<file path="config.mk">
export PLATFORM = sky130hd
export DESIGN_NAME = seq_tx_flat
export DESIGN_NICKNAME = d
export VERILOG_FILES = /design/src/rtl/seq_tx_if.sv /design/src/rtl/seq_tx.sv /design/src/flat_wrapper.sv
export SDC_FILE = /design/constraint.sdc
export NUM_CORES = 1
export LEC_CHECK = 0
export ABC_AREA = 1
export BUFFER_PORTS_ARGS = -buffer_cell sky130_fd_sc_hd__buf_2
export CAP_MARGIN = 20
export CORE_UTILIZATION = 56
export DETAILED_ROUTE_END_ITERATION = 7
export GPL_TIMING_DRIVEN = 0
export PLACE_DENSITY = 0.77
export SKIP_LAST_GASP = 1
export SYNTH_ARGS = -nofsm -noshare
export SYNTH_HDL_FRONTEND = slang
export SYNTH_SLANG_ARGS = --single-unit
export TNS_END_PERCENT = 5
</file>
<file path="constraint.sdc">
create_clock -name clk -period 1.8 [get_ports clk]
set_clock_uncertainty 0.15 [all_clocks]
set_input_delay 0.18 -clock clk [delete_from_list [all_inputs] [get_ports clk]]
set_output_delay 0.18 -clock clk [all_outputs]
set_load 0.01 [all_outputs]
</file>
<file path="src/rtl/seq_tx_if.sv">
// Host-side handshake and serial line bundle for the seq_tx frame generator.
interface seq_tx_if;
  logic       start;
  logic [7:0] data;
  logic       dout;
  logic       busy;
  logic       done;

  modport master (output start, output data, input dout, input busy, input done);
  modport slave  (input start, input data, output dout, output busy, output done);
endinterface

</file>
<file path="src/rtl/seq_tx.sv">
// Serial frame generator: 8-bit sync preamble then 8-bit payload, MSB first.
// Define SEQ_TX_PARITY_EN to append an even-parity bit after the payload.
module seq_tx #(
  parameter logic [7:0] PATTERN  = 8'b0101_0101,
  parameter logic       IDLE_LVL = 1'b1
) (
  input  logic     clk,
  input  logic     rst,
  seq_tx_if.slave  bus
);

`ifdef SEQ_TX_PARITY_EN
  typedef enum logic [4:0] {
    IDLE = 5'b00001,
    SYNC = 5'b00010,
    PAY  = 5'b00100,
    DONE = 5'b01000,
    PAR  = 5'b10000
  } state_t;
`else
  typedef enum logic [3:0] {
    IDLE = 4'b0001,
    SYNC = 4'b0010,
    PAY  = 4'b0100,
    DONE = 4'b1000
  } state_t;
`endif

  state_t     state;
  logic [2:0] cnt;
  logic [7:0] shift;
  logic [7:0] sync_sr;
  logic       dout_q;
  logic       busy_q;
  logic       done_q;
`ifdef SEQ_TX_PARITY_EN
  logic       par;
`endif

  // NOTE: every register here is written with <= so all of them sample the
  // pre-edge values; a blocking = would let later statements see new state.
  always_ff @(posedge clk) begin
    if (!rst) begin
      state   <= IDLE;
      cnt     <= 3'd0;
      shift   <= 8'd0;
      sync_sr <= 8'd0;
      dout_q  <= IDLE_LVL;
      busy_q  <= 1'b0;
      done_q  <= 1'b0;
`ifdef SEQ_TX_PARITY_EN
      par     <= 1'b0;
`endif
    end else begin
      done_q <= 1'b0;
      case (state)
        // DONE accepts a request exactly like IDLE, giving a one-bit gap.
        IDLE, DONE: begin
          if (bus.start) begin
            state   <= SYNC;
            cnt     <= 3'd0;
            shift   <= bus.data;
            sync_sr <= {PATTERN[6:0], 1'b0};
            dout_q  <= PATTERN[7];
            busy_q  <= 1'b1;
`ifdef SEQ_TX_PARITY_EN
            par     <= ^bus.data;
`endif
          end else begin
            state  <= IDLE;
            dout_q <= IDLE_LVL;
            busy_q <= 1'b0;
          end
        end
        SYNC: begin
          cnt <= cnt + 3'd1;
          if (cnt == 3'd7) begin
            state  <= PAY;
            dout_q <= shift[7];
            shift  <= {shift[6:0], 1'b0};
          end else begin
            dout_q  <= sync_sr[7];
            sync_sr <= {sync_sr[6:0], 1'b0};
          end
        end
        PAY: begin
          cnt <= cnt + 3'd1;
          if (cnt == 3'd7) begin
`ifdef SEQ_TX_PARITY_EN
            state  <= PAR;
            dout_q <= par;
`else
            state  <= DONE;
            dout_q <= IDLE_LVL;
            busy_q <= 1'b0;
            done_q <= 1'b1;
`endif
          end else begin
            dout_q <= shift[7];
            shift  <= {shift[6:0], 1'b0};
          end
        end
`ifdef SEQ_TX_PARITY_EN
        PAR: begin
          state  <= DONE;
          dout_q <= IDLE_LVL;
          busy_q <= 1'b0;
          done_q <= 1'b1;
        end
`endif
        // NOTE: a corrupted (non-one-hot) state falls back to the reset image.
        default: begin
          state   <= IDLE;
          cnt     <= 3'd0;
          shift   <= 8'd0;
          sync_sr <= 8'd0;
          dout_q  <= IDLE_LVL;
          busy_q  <= 1'b0;
          done_q  <= 1'b0;
        end
      endcase
    end
  end

  assign bus.dout = dout_q;
  assign bus.busy = busy_q;
  assign bus.done = done_q;

endmodule

</file>
<file path="src/flat_wrapper.sv">
// flat-port wrapper written by rule: the top's interface ports become plain ports
module seq_tx_flat 
#(
  parameter logic [7:0] PATTERN  = 8'b0101_0101,
  parameter logic       IDLE_LVL = 1'b1
)
  (clk, rst, bus_start, bus_data, bus_dout, bus_busy, bus_done);
  seq_tx_if bus_i ();
  input  logic clk;
  input  logic rst;
  input wire logic [$bits(bus_i.start)-1:0] bus_start;
  input wire logic [$bits(bus_i.data)-1:0] bus_data;
  output wire logic [$bits(bus_i.dout)-1:0] bus_dout;
  output wire logic [$bits(bus_i.busy)-1:0] bus_busy;
  output wire logic [$bits(bus_i.done)-1:0] bus_done;
  assign bus_i.start = bus_start;
  assign bus_i.data = bus_data;
  assign bus_dout = bus_i.dout;
  assign bus_busy = bus_i.busy;
  assign bus_done = bus_i.done;
  seq_tx #(.PATTERN(PATTERN), .IDLE_LVL(IDLE_LVL)) u_core (.clk(clk), .rst(rst), .bus(bus_i));
endmodule
</file>
==> results_dict.tcl <==
set metrics [dict create \
    cts_tree "yes" \
    total_leakage_power_nw 0.692 \
    clkPwrFrac 0.249 \
    power_frac_seq 0.574 \
    min_period_ns 1.72 \
    power_switching_uw 311 \
    cpLargestDelayFamily "simple AND/OR/NAND/NOR gates" \
    r2r_cells 9 \
    slowest_stage "dfxtp_2" \
    yosysWarnings 0 \
    syn_nets 184 \
    first_global_vias 897 \
    grt_max_degree 17 \
    p_sw_frac 0.290 \
    drc 0 \
    post_drt_wl_per_cell_um 11.0 \
    first_pass_iters 4 \
    num_io_pins 14 \
    yosys.area.top_type_share 0.423 \
    cp_cell_sequence "ha_1 -> ha_1 -> inv_1 -> nand4_1 -> nand3_2 -> buf_6 -> nand2_1 -> nand2_1 -> nor2_1" \
    drive_above_1_share 0.195 \
    synth-compound-area-share 0.0486 \
    finalPower_mw 1.07 \
    die_x_um 48.0 \
    layout_common_cells "52 x nand2_1, 31 x nor2_1, 24 x dfxtp_1" \
    die_h_um 48.0 \
    min_path_cells 4 \
    finalCritPeriodShare 0.955 \
    clk_latency_ns 0.32 \
    syn_area_um2 1180 \
    crit_type "reg2reg" \
    status "complete, no violations" \
    hpwl_um 1810 \
    vdd_drop_max_uv 642 \
    antenna_found_initial 0 \
    cap_violations 0 \
    core_um2 1980 \
    p_int_uw 759 \
    vias 1131 \
    yosysUniqueCellTypes 19 \
    cp.arrival_ns 1.81 \
    yosysTopAreaCell "dfxtp_1" \
    num_rows 16 \
    diodes 0 \
    viasPerCell 5.09 \
    hold_viol 0 \
    cp-start-kind "flip-flop" \
    slew_headroom 0.785 \
    gp_congestion 0.799 \
    critPathMaxFanout 10 \
    cp_num_buf_inv 2 \
    whs_endpoint "u_core.cnt[2]$_SDFFE_PN0P_" \
    fmax_ghz 0.582 \
    synth-seq-cells 25 \
    drtAntennaViolNets 0 \
    drtIter0Drc 17 \
    final_nets 209 \
    clk_pin_slew_worst_paths_ns 0.14 \
    finalNonFillerCells 222 \
    syn_inst 171 \
    synthAdderAreaFrac 0.0211 \
    worstPathRequired_ns 1.89 \
    cts_htree_levels 1 \
    initial_core_util 0.597 \
    synth-seq-area-share 0.423 \
    synth_mux_area_frac 0 \
    avgSynthCellArea_um2 6.92 \
    final_common_cell "nand2_1" \
    synthSimpleGateAreaFrac 0.430 \
    p_comb_frac 0.176 \
    end_kind "flip-flop" \
    drt-total-wl_um 2450 \
    synth_top_family_by_area "simple AND/OR/NAND/NOR gates" \
    post-route-util 0.695 \
    synth_xor_area_frac 0 \
    synthTopCellsByArea "dfxtp_1 42%, nand2_1 17%, nor2_1 9.8%" \
    drv_slew 0 \
    grt_usage 0.219 \
    dp_cells 211 \
    worst_pin_slew_ns 0.322 \
    cts-root-buf "clkbuf_4" \
    grt_pass1_wl_um 3570 \
    rrSetupSlack_ns 0.08 \
    cts_buffer_depth 2 \
    cts_sinks 25 \
    die_area_um2 2300 \
    rr_endpoint "u_core.shift[5]$_SDFFE_PN0P_" \
    critical-path-max-stage-delay_ns 0.35 \
    fin_hold_ws_ns 0.0120 \
    reg2reg_from "u_core.cnt[0]$_SDFFE_PN0P_" \
    setup_violations 0 \
    area_growth_pct 16.4 \
    grt_overflow 0 \
    port-buffer-count 13 \
    cts_made_buffers 3 \
    worstHoldStart "bus_start" \
    powerDensity_nw_per_um2 776 \
    hold_path.class "in2reg" \
]
[per-stage QoR]
| stage | TNS (ns) | setup slack, ns | instance area [µm²] |
|---|---|---|---|
| final | 0 | 0.0819 | 1380 |
| after global routing | -0.108 | -0.0342 | 1380 |
| after CTS | 0 | 0.000900 | 1330 |
| after detailed placement | 0 | 0.0233 | 1280 |
| after global placement | 0 | 0.0762 | 1280 |
| after floorplan | 0 | 0.230 | 1180 |
[cell usage after synthesis, drive strengths merged]
cell type / instances
nand2: 55
nor2: 35
dfxtp: 25
inv: 19
nand4: 13
a21oi: 8
nand3: 8
buf: 2
ha: 2
o21ai: 2
a211oi: 1
clkinv: 1
[logic make-up (layout without fill, tap and decap cells)]
family | Yosys count | count (layout)
AOI/OAI and AO/OA | 11 | 11
and+or+nand+nor | 111 | 111
buffers and inverters | 22 | 46
DFF | 25 | 25
adders and majority gates | 2 | 2
[sequential cells by signal (all words and copies together), names as in the netlist]
| signal | cells |
|---|---|
| u_core.bus.dout | 1 |
| u_core.bus.done | 1 |
| u_core.bus.busy | 1 |
| u_core.shift | 8 |
| u_core.cnt | 3 |
| u_core.sync_sr | 7 |
| u_core.state | 4 |
[routing by layer]
layer,GRT usage,share of wire
met4,0.0667,0.0061
met1,0.269,0.48
met2,0.386,0.50
met3,0.0377,0.022
met5,0,0
[tightest hold or removal path, delay by kind of cell]
kind                   cells  cell delay (ns)
AND/OR/NAND/NOR            2             0.13
buffers and inverters      1             0.10
AO/OA/AOI/OAI              1             0.05
[power by group through the flow]
| stage | clock network, mW | registers [mW] | logic [mW] |
|---|---|---|---|
| final | 0.267 | 0.614 | 0.189 |
| after global routing | 0.297 | 0.617 | 0.215 |
| after CTS | 0.275 | 0.614 | 0.182 |
| after detailed placement | 0 | 0.627 | 0.178 |
| after global placement | 0 | 0.624 | 0.172 |
| after floorplan | 0 | 0.624 | 0.131 |
[cell type report]
type | count | area (µm²)
inverters | 20 | 75.1
flip-flops and latches | 25 | 502
plain buffers | 2 | 16.3
well taps | 27 | 33.8
repair buffers | 20 | 123
fillers | 168 | 604
clock buffers | 3 | 22.5
multi-input cells | 124 | 597
clock inverters | 1 | 8.76
[how the worst max path moves through the flow]
stage / start / endpoint / slack [ns] / depth (start not counted)
2_1_floorplan: u_core.cnt[0]$_SDFFE_PN0P_ / u_core.shift[5]$_SDFFE_PN0P_ / 0.23 / 9
3_3_place_gp: u_core.cnt[0]$_SDFFE_PN0P_ / u_core.shift[5]$_SDFFE_PN0P_ / 0.08 / 9
3_5_place_dp: u_core.cnt[0]$_SDFFE_PN0P_ / u_core.shift[5]$_SDFFE_PN0P_ / 0.02 / 9
4_1_cts: u_core.cnt[0]$_SDFFE_PN0P_ / u_core.shift[5]$_SDFFE_PN0P_ / 0.0009 / 9
5_1_grt: u_core.cnt[0]$_SDFFE_PN0P_ / u_core.sync_sr[4]$_SDFFE_PN0P_ / -0.03 / 8
6_report: u_core.cnt[0]$_SDFFE_PN0P_ / u_core.shift[5]$_SDFFE_PN0P_ / 0.08 / 9
[what timing repair did]
| item | CTS | global route |
|---|---|---|
| hold buffers | 2 | 0 |
| endpoints found under the setup margin | 0 | 11 |
| buffers inserted | 0 | 5 |
| hold endpoints to repair | 4 | 0 |
| resized for setup | 0 | 3 |
Note: power is estimated with default switching activity, not from simulation.
